**src/rtl/wb_regfile_if.sv**
```systemverilog
// rtl/wb_regfile_if.sv - MEM/WB writeback, ID read, debug and counter signals of the register file.
interface wb_regfile_if #(
    parameter int DATA_W = 32,
    parameter int ADDR_W = 5,
    parameter int CNT_W  = 32
);
    logic              wbWriteReg;
    logic [ADDR_W-1:0] wbWriteNum;
    logic [DATA_W-1:0] wbWriteData;

    logic              idReadEn1;
    logic [ADDR_W-1:0] idReadNum1;
    logic [DATA_W-1:0] idReadData1;

    logic              idReadEn2;
    logic [ADDR_W-1:0] idReadNum2;
    logic [DATA_W-1:0] idReadData2;

    logic [ADDR_W-1:0] dbgReadNum;
    logic [DATA_W-1:0] dbgReadData;

    logic              cntClear;
    logic [CNT_W-1:0]  wbCount;

    modport master (
        output wbWriteReg, wbWriteNum, wbWriteData,
        output idReadEn1, idReadNum1, idReadEn2, idReadNum2,
        output dbgReadNum, cntClear,
        input  idReadData1, idReadData2, dbgReadData, wbCount
    );

    modport slave (
        input  wbWriteReg, wbWriteNum, wbWriteData,
        input  idReadEn1, idReadNum1, idReadEn2, idReadNum2,
        input  dbgReadNum, cntClear,
        output idReadData1, idReadData2, dbgReadData, wbCount
    );
endinterface

```
**src/rtl/wb_regfile.sv**
```systemverilog
// rtl/wb_regfile.sv - RISC-V x0..x31 register file: write-first ID read ports, debug port, commit counter.
module wb_regfile #(
    parameter int DATA_W   = 32,
    parameter int ADDR_W   = 5,
    parameter int NUM_REGS = 32,
    parameter int CNT_W    = 32
) (
    input  logic          clk,
    input  logic          rst,
    wb_regfile_if.slave   bus
);

    logic [DATA_W-1:0] regs [NUM_REGS];
    logic [CNT_W-1:0]  count;
    logic              commit;

    // Bubbles (wbWriteReg=0 or x0 destination) neither update storage nor count.
    assign commit = bus.wbWriteReg && (bus.wbWriteNum != '0);

    always_ff @(posedge clk or negedge rst) begin
        if (!rst) begin
            for (int i = 0; i < NUM_REGS; i++) begin
                regs[i] <= '0;
            end
        end else if (commit) begin
            regs[bus.wbWriteNum] <= bus.wbWriteData;
        end
    end

    always_ff @(posedge clk or negedge rst) begin
        if (!rst) begin
            count <= '0;
        end else if (bus.cntClear) begin
            count <= '0;
        end else if (commit) begin
            count <= count + CNT_W'(1);
        end
    end

    assign bus.wbCount = count;

    // Bypass is qualified by commit so a disabled write never leaks its (possibly X) data.
    always_comb begin
        bus.idReadData1 = '0;
        if (bus.idReadEn1 && (bus.idReadNum1 != '0)) begin
            if (commit && (bus.wbWriteNum == bus.idReadNum1)) begin
                bus.idReadData1 = bus.wbWriteData;
            end else begin
                bus.idReadData1 = regs[bus.idReadNum1];
            end
        end
    end

    always_comb begin
        bus.idReadData2 = '0;
        if (bus.idReadEn2 && (bus.idReadNum2 != '0)) begin
            if (commit && (bus.wbWriteNum == bus.idReadNum2)) begin
                bus.idReadData2 = bus.wbWriteData;
            end else begin
                bus.idReadData2 = regs[bus.idReadNum2];
            end
        end
    end

    always_comb begin
        bus.dbgReadData = '0;
        if (bus.dbgReadNum != '0) begin
            bus.dbgReadData = regs[bus.dbgReadNum];
        end
    end

endmodule

```
**src/flat_wrapper.sv**
```systemverilog
// flat-port wrapper written by rule: the top's interface ports become plain ports
module wb_regfile_flat 
#(
    parameter int DATA_W   = 32,
    parameter int ADDR_W   = 5,
    parameter int NUM_REGS = 32,
    parameter int CNT_W    = 32
)
  (clk, rst, bus_wbWriteReg, bus_wbWriteNum, bus_wbWriteData, bus_idReadEn1, bus_idReadNum1, bus_idReadEn2, bus_idReadNum2, bus_dbgReadNum, bus_cntClear, bus_idReadData1, bus_idReadData2, bus_dbgReadData, bus_wbCount);
  wb_regfile_if #(.DATA_W(DATA_W), .ADDR_W(ADDR_W), .CNT_W(CNT_W)) bus_i ();
  input  logic clk;
  input  logic rst;
  input wire logic [$bits(bus_i.wbWriteReg)-1:0] bus_wbWriteReg;
  input wire logic [$bits(bus_i.wbWriteNum)-1:0] bus_wbWriteNum;
  input wire logic [$bits(bus_i.wbWriteData)-1:0] bus_wbWriteData;
  input wire logic [$bits(bus_i.idReadEn1)-1:0] bus_idReadEn1;
  input wire logic [$bits(bus_i.idReadNum1)-1:0] bus_idReadNum1;
  input wire logic [$bits(bus_i.idReadEn2)-1:0] bus_idReadEn2;
  input wire logic [$bits(bus_i.idReadNum2)-1:0] bus_idReadNum2;
  input wire logic [$bits(bus_i.dbgReadNum)-1:0] bus_dbgReadNum;
  input wire logic [$bits(bus_i.cntClear)-1:0] bus_cntClear;
  output wire logic [$bits(bus_i.idReadData1)-1:0] bus_idReadData1;
  output wire logic [$bits(bus_i.idReadData2)-1:0] bus_idReadData2;
  output wire logic [$bits(bus_i.dbgReadData)-1:0] bus_dbgReadData;
  output wire logic [$bits(bus_i.wbCount)-1:0] bus_wbCount;
  assign bus_i.wbWriteReg = bus_wbWriteReg;
  assign bus_i.wbWriteNum = bus_wbWriteNum;
  assign bus_i.wbWriteData = bus_wbWriteData;
  assign bus_i.idReadEn1 = bus_idReadEn1;
  assign bus_i.idReadNum1 = bus_idReadNum1;
  assign bus_i.idReadEn2 = bus_idReadEn2;
  assign bus_i.idReadNum2 = bus_idReadNum2;
  assign bus_i.dbgReadNum = bus_dbgReadNum;
  assign bus_i.cntClear = bus_cntClear;
  assign bus_idReadData1 = bus_i.idReadData1;
  assign bus_idReadData2 = bus_i.idReadData2;
  assign bus_dbgReadData = bus_i.dbgReadData;
  assign bus_wbCount = bus_i.wbCount;
  wb_regfile #(.DATA_W(DATA_W), .ADDR_W(ADDR_W), .NUM_REGS(NUM_REGS), .CNT_W(CNT_W)) u_core (.clk(clk), .rst(rst), .bus(bus_i));
endmodule
```
**config.mk**
```make
export PLATFORM = sky130hd
export DESIGN_NAME = wb_regfile_flat
export DESIGN_NICKNAME = d
export VERILOG_FILES = /design/src/rtl/wb_regfile_if.sv /design/src/rtl/wb_regfile.sv /design/src/flat_wrapper.sv
export SDC_FILE = /design/constraint.sdc
export NUM_CORES = 2
export LEC_CHECK = 0
export BUFFER_PORTS_ARGS = -buffer_cell sky130_fd_sc_hd__buf_2
export CORE_AREA = 3 3 369 280
export CTS_BUF_LIST = sky130_fd_sc_hd__clkbuf_16
export CTS_CLUSTER_SIZE = 10
export DETAILED_ROUTE_END_ITERATION = 8
export DIE_AREA = 0 0 372 283
export PLACE_DENSITY = 0.85
export SYNTH_ARGS = -nofsm -noshare
export SYNTH_HDL_FRONTEND = slang
export SYNTH_SLANG_ARGS = --single-unit
```
**constraint.sdc**
```tcl
create_clock -name clk -period 2.84 [get_ports clk]
set_input_delay 0.142 -clock clk [delete_from_list [all_inputs] [get_ports clk]]
set_output_delay 0.142 -clock clk [all_outputs]
set_load 0.01 [all_outputs]
```
==> metrics <==
relative slew slack 22.90%; Final Skew roughly 21 ps; HP Class in -> reg; crit path capture bus_idReadData1[7]; vias in the first global route 50,260; first-pass GRT wire length about 340,000 µm; Post-DRT Antenna Nets 0; Rows 100; CP startpoint u_core.regs[199]; placed insts 5,891; largest net degree at the start of global routing 103; Final setup viols 5; worst hold start bus_wbWriteData[12]; kind of critical path reg -> out; # clock sinks 1,056; worst-case reg-to-reg path depth 5; Die H 283 µm; R2R Setup Slk 540 ps; clk_lat worst skew roughly 730 ps; top_reg_cell synth dfrtp_1; CP peak stage delay about 470 ps; Synthesis Warnings 0; area grow syn2layout 11.00%; Post-synth EDFFs 0; Synth Instances between 4,000 and 5,000; Initial Util about two thirds; port buffer count between 150 and 200; Cell variety after synth 59; max cap viols 0; die area 105,300 µm²; layout cells sized above 1 50.60%; Seq/Total Area, Yosys 40.77%; Hold WS 70.02 ps; CP max-delay cell mux4_2; asr flop ratio synth 100.0%; Min Clock Period, post-route around 2900 ps; CTS Buf Count between 100 and 150; most frequent cells in the layout 1,072 x mux2_2, 1,056 x dfrtp_1, 641 x mux4_2; Avg Inst Size Synth between 10 and 15 µm²; R2R Path End u_core.bus.wbCount[25]; DR WL/cell 38.63 µm; Setup crit start kind register; DR pass1 iterations 8; commonest non-fill, non-tap cell in the layout mux2_2; Overall Power 46.30 mW; pwr dens 643.5 nW/µm²; CTS tree built; RSZ-0062 raised after global routing yes; Post-Syn Area 64,820 µm²; status finished, violations left; Final nets 4,755; Worst Path Arrival approximately 2700 ps; Post-Place Worst Slack between 200 and 250 ps; Starting DRT DRC Count 9,051; endpoint class of the critical path primary output; Slew @ Worst Pin 1154 ps; final slew viol count 0; failing checks setup timing; clk slew on worst S/H paths 60 ps; initial antenna violation count 18; fin crit share 101.0%; CTS H-tree depth 3; grt ovf 0; Max Clk Rate 0.3486 GHz; Critical Path RT 2700 ps; final-report hold violation count 0; worst vdd ir 0.5239 mV; clk root buf clkbuf_16; Vias/cell 8.292; DP HPWL around 140,000 µm; DRC Markers 0; Final Wtd Congestion 0.9679; final instance area a little over 70,000 µm²; Placement Cell Area 68,710 µm²; syn nets 4,695; I/O pin count 186; Core Area 99,470 µm²; Die W roughly 370 µm; Routed WL 233,800 µm; Post-Layout Cell Count about 6,100; Crit Path Max Fanout 4; Overall Global Routing Usage 44.20%; Lkg Pwr a little over 30 nW; Setup WS post-layout -28.59 ps; worst r2r src u_core.bus.wbCount[5]; Vias 50,180; CP Cell Sequence mux4_2, mux2_2, a221o_1, a32o_1, buf_2; Max clock buf depth 3; flops & latches, synth 1,056
-- cell families after synthesis --
| family | count (synthesis) | share of synthesized area, % |
|---|---|---|
| and+or+nand+nor | 367 | 2.610 |
| DFF | 1056 | 40.77 |
| adders and majority gates | 1 | 0.01930 |
| xor gates and xnor gates | 28 | 0.3783 |
| buffers and inverters | 579 | 3.996 |
| AOI/OAI and AO/OA | 526 | 5.677 |
| muxes | 2079 | 46.55 |
-- metal layers --
metal / global-route usage (%) / vias up / routed length [µm]
li1: - / 18300 / -
met1: 56.75 / 25090 / 76630
met3: 23.45 / 1448 / 42700
met2: 58.03 / 5327 / 95160
met5: 0.4121 / - / 236
met4: 28.86 / 18 / 19040
-- what timing repair did --
item                                   4_1_cts  5_1_grt
endpoints found under the hold margin      514        0
gates cloned                                 0        0
gates resized for setup                      0       14
hold buffers                                 3        0
pin swaps                                    2        3
setup endpoints to repair                    1       14
setup buffers                                7        3
-- power by group --
part	internal (mW)	leakage (nW)	switching [mW]	total, mW
Clock	7.26	1.53	6.04	13.3
Combinational	6.87	15.7	5.12	12.0
Sequential	17.8	13.6	3.17	21.0
Total	32.0	30.9	14.3	46.3
-- synth_stat cells, types with 39 or more instances --
library cell / count / area (µm²)
mux2i_1: 362 / 3623
nor2_1: 43 / 161.4
buf_1: 57 / 214.0
o21ai_0: 92 / 460.4
a22oi_1: 70 / 525.5
mux2_2: 1073 / 12080
mux4_2: 641 / 14440
o221ai_1: 44 / 385.4
dfrtp_1: 1056 / 26430
buf_2: 165 / 825.8
a32o_1: 60 / 600.6
a21oi_1: 57 / 285.3
clkbuf_1: 279 / 1047
a211oi_1: 39 / 292.8
nand2_1: 203 / 762.0
o22ai_1: 72 / 450.4
-- sequential cells by signal (all words and copies together), names as in the netlist --
register and count:
u_core.regs 1024, u_core.bus.wbCount 32
-- stage by stage --
stage	util (%)	setup TNS [ps]
after detailed placement	69.08	0
after global routing	72.30	-33.28
final	72.33	-84.46
after CTS	72.24	0
after global placement	69.08	0
after floorplan	-	0
-- area by class of cell --
class	count	area [µm²]
fill	6006	27520
inverter	36	135.1
multi-input combinational	3001	36100
tap	1326	1659
timing repair buffer	485	4544
sequential	1056	26430
antenna	14	35.03
clock buffer	118	2953
clock inverter	15	96.34
-- worst min-delay path by stage --
stage,to,slack [ps],cells after the start
floorplan,u_core.bus.wbCount[0],-150,0
global placement,u_core.regs[175],100,1
detailed placement,u_core.regs[175],100,1
CTS,u_core.regs[699],60,2
global route,u_core.regs[731],90,2
finish,u_core.regs[812],70,2
-- worst max-delay path: cells and delay by family, from the launching register on --
kind,cells,cell delay (ps)
flip-flops,1,420
AO/OA/AOI/OAI,2,670
multiplexers,2,750
buffers and inverters,1,150
(Power assumes the default switching activity.)
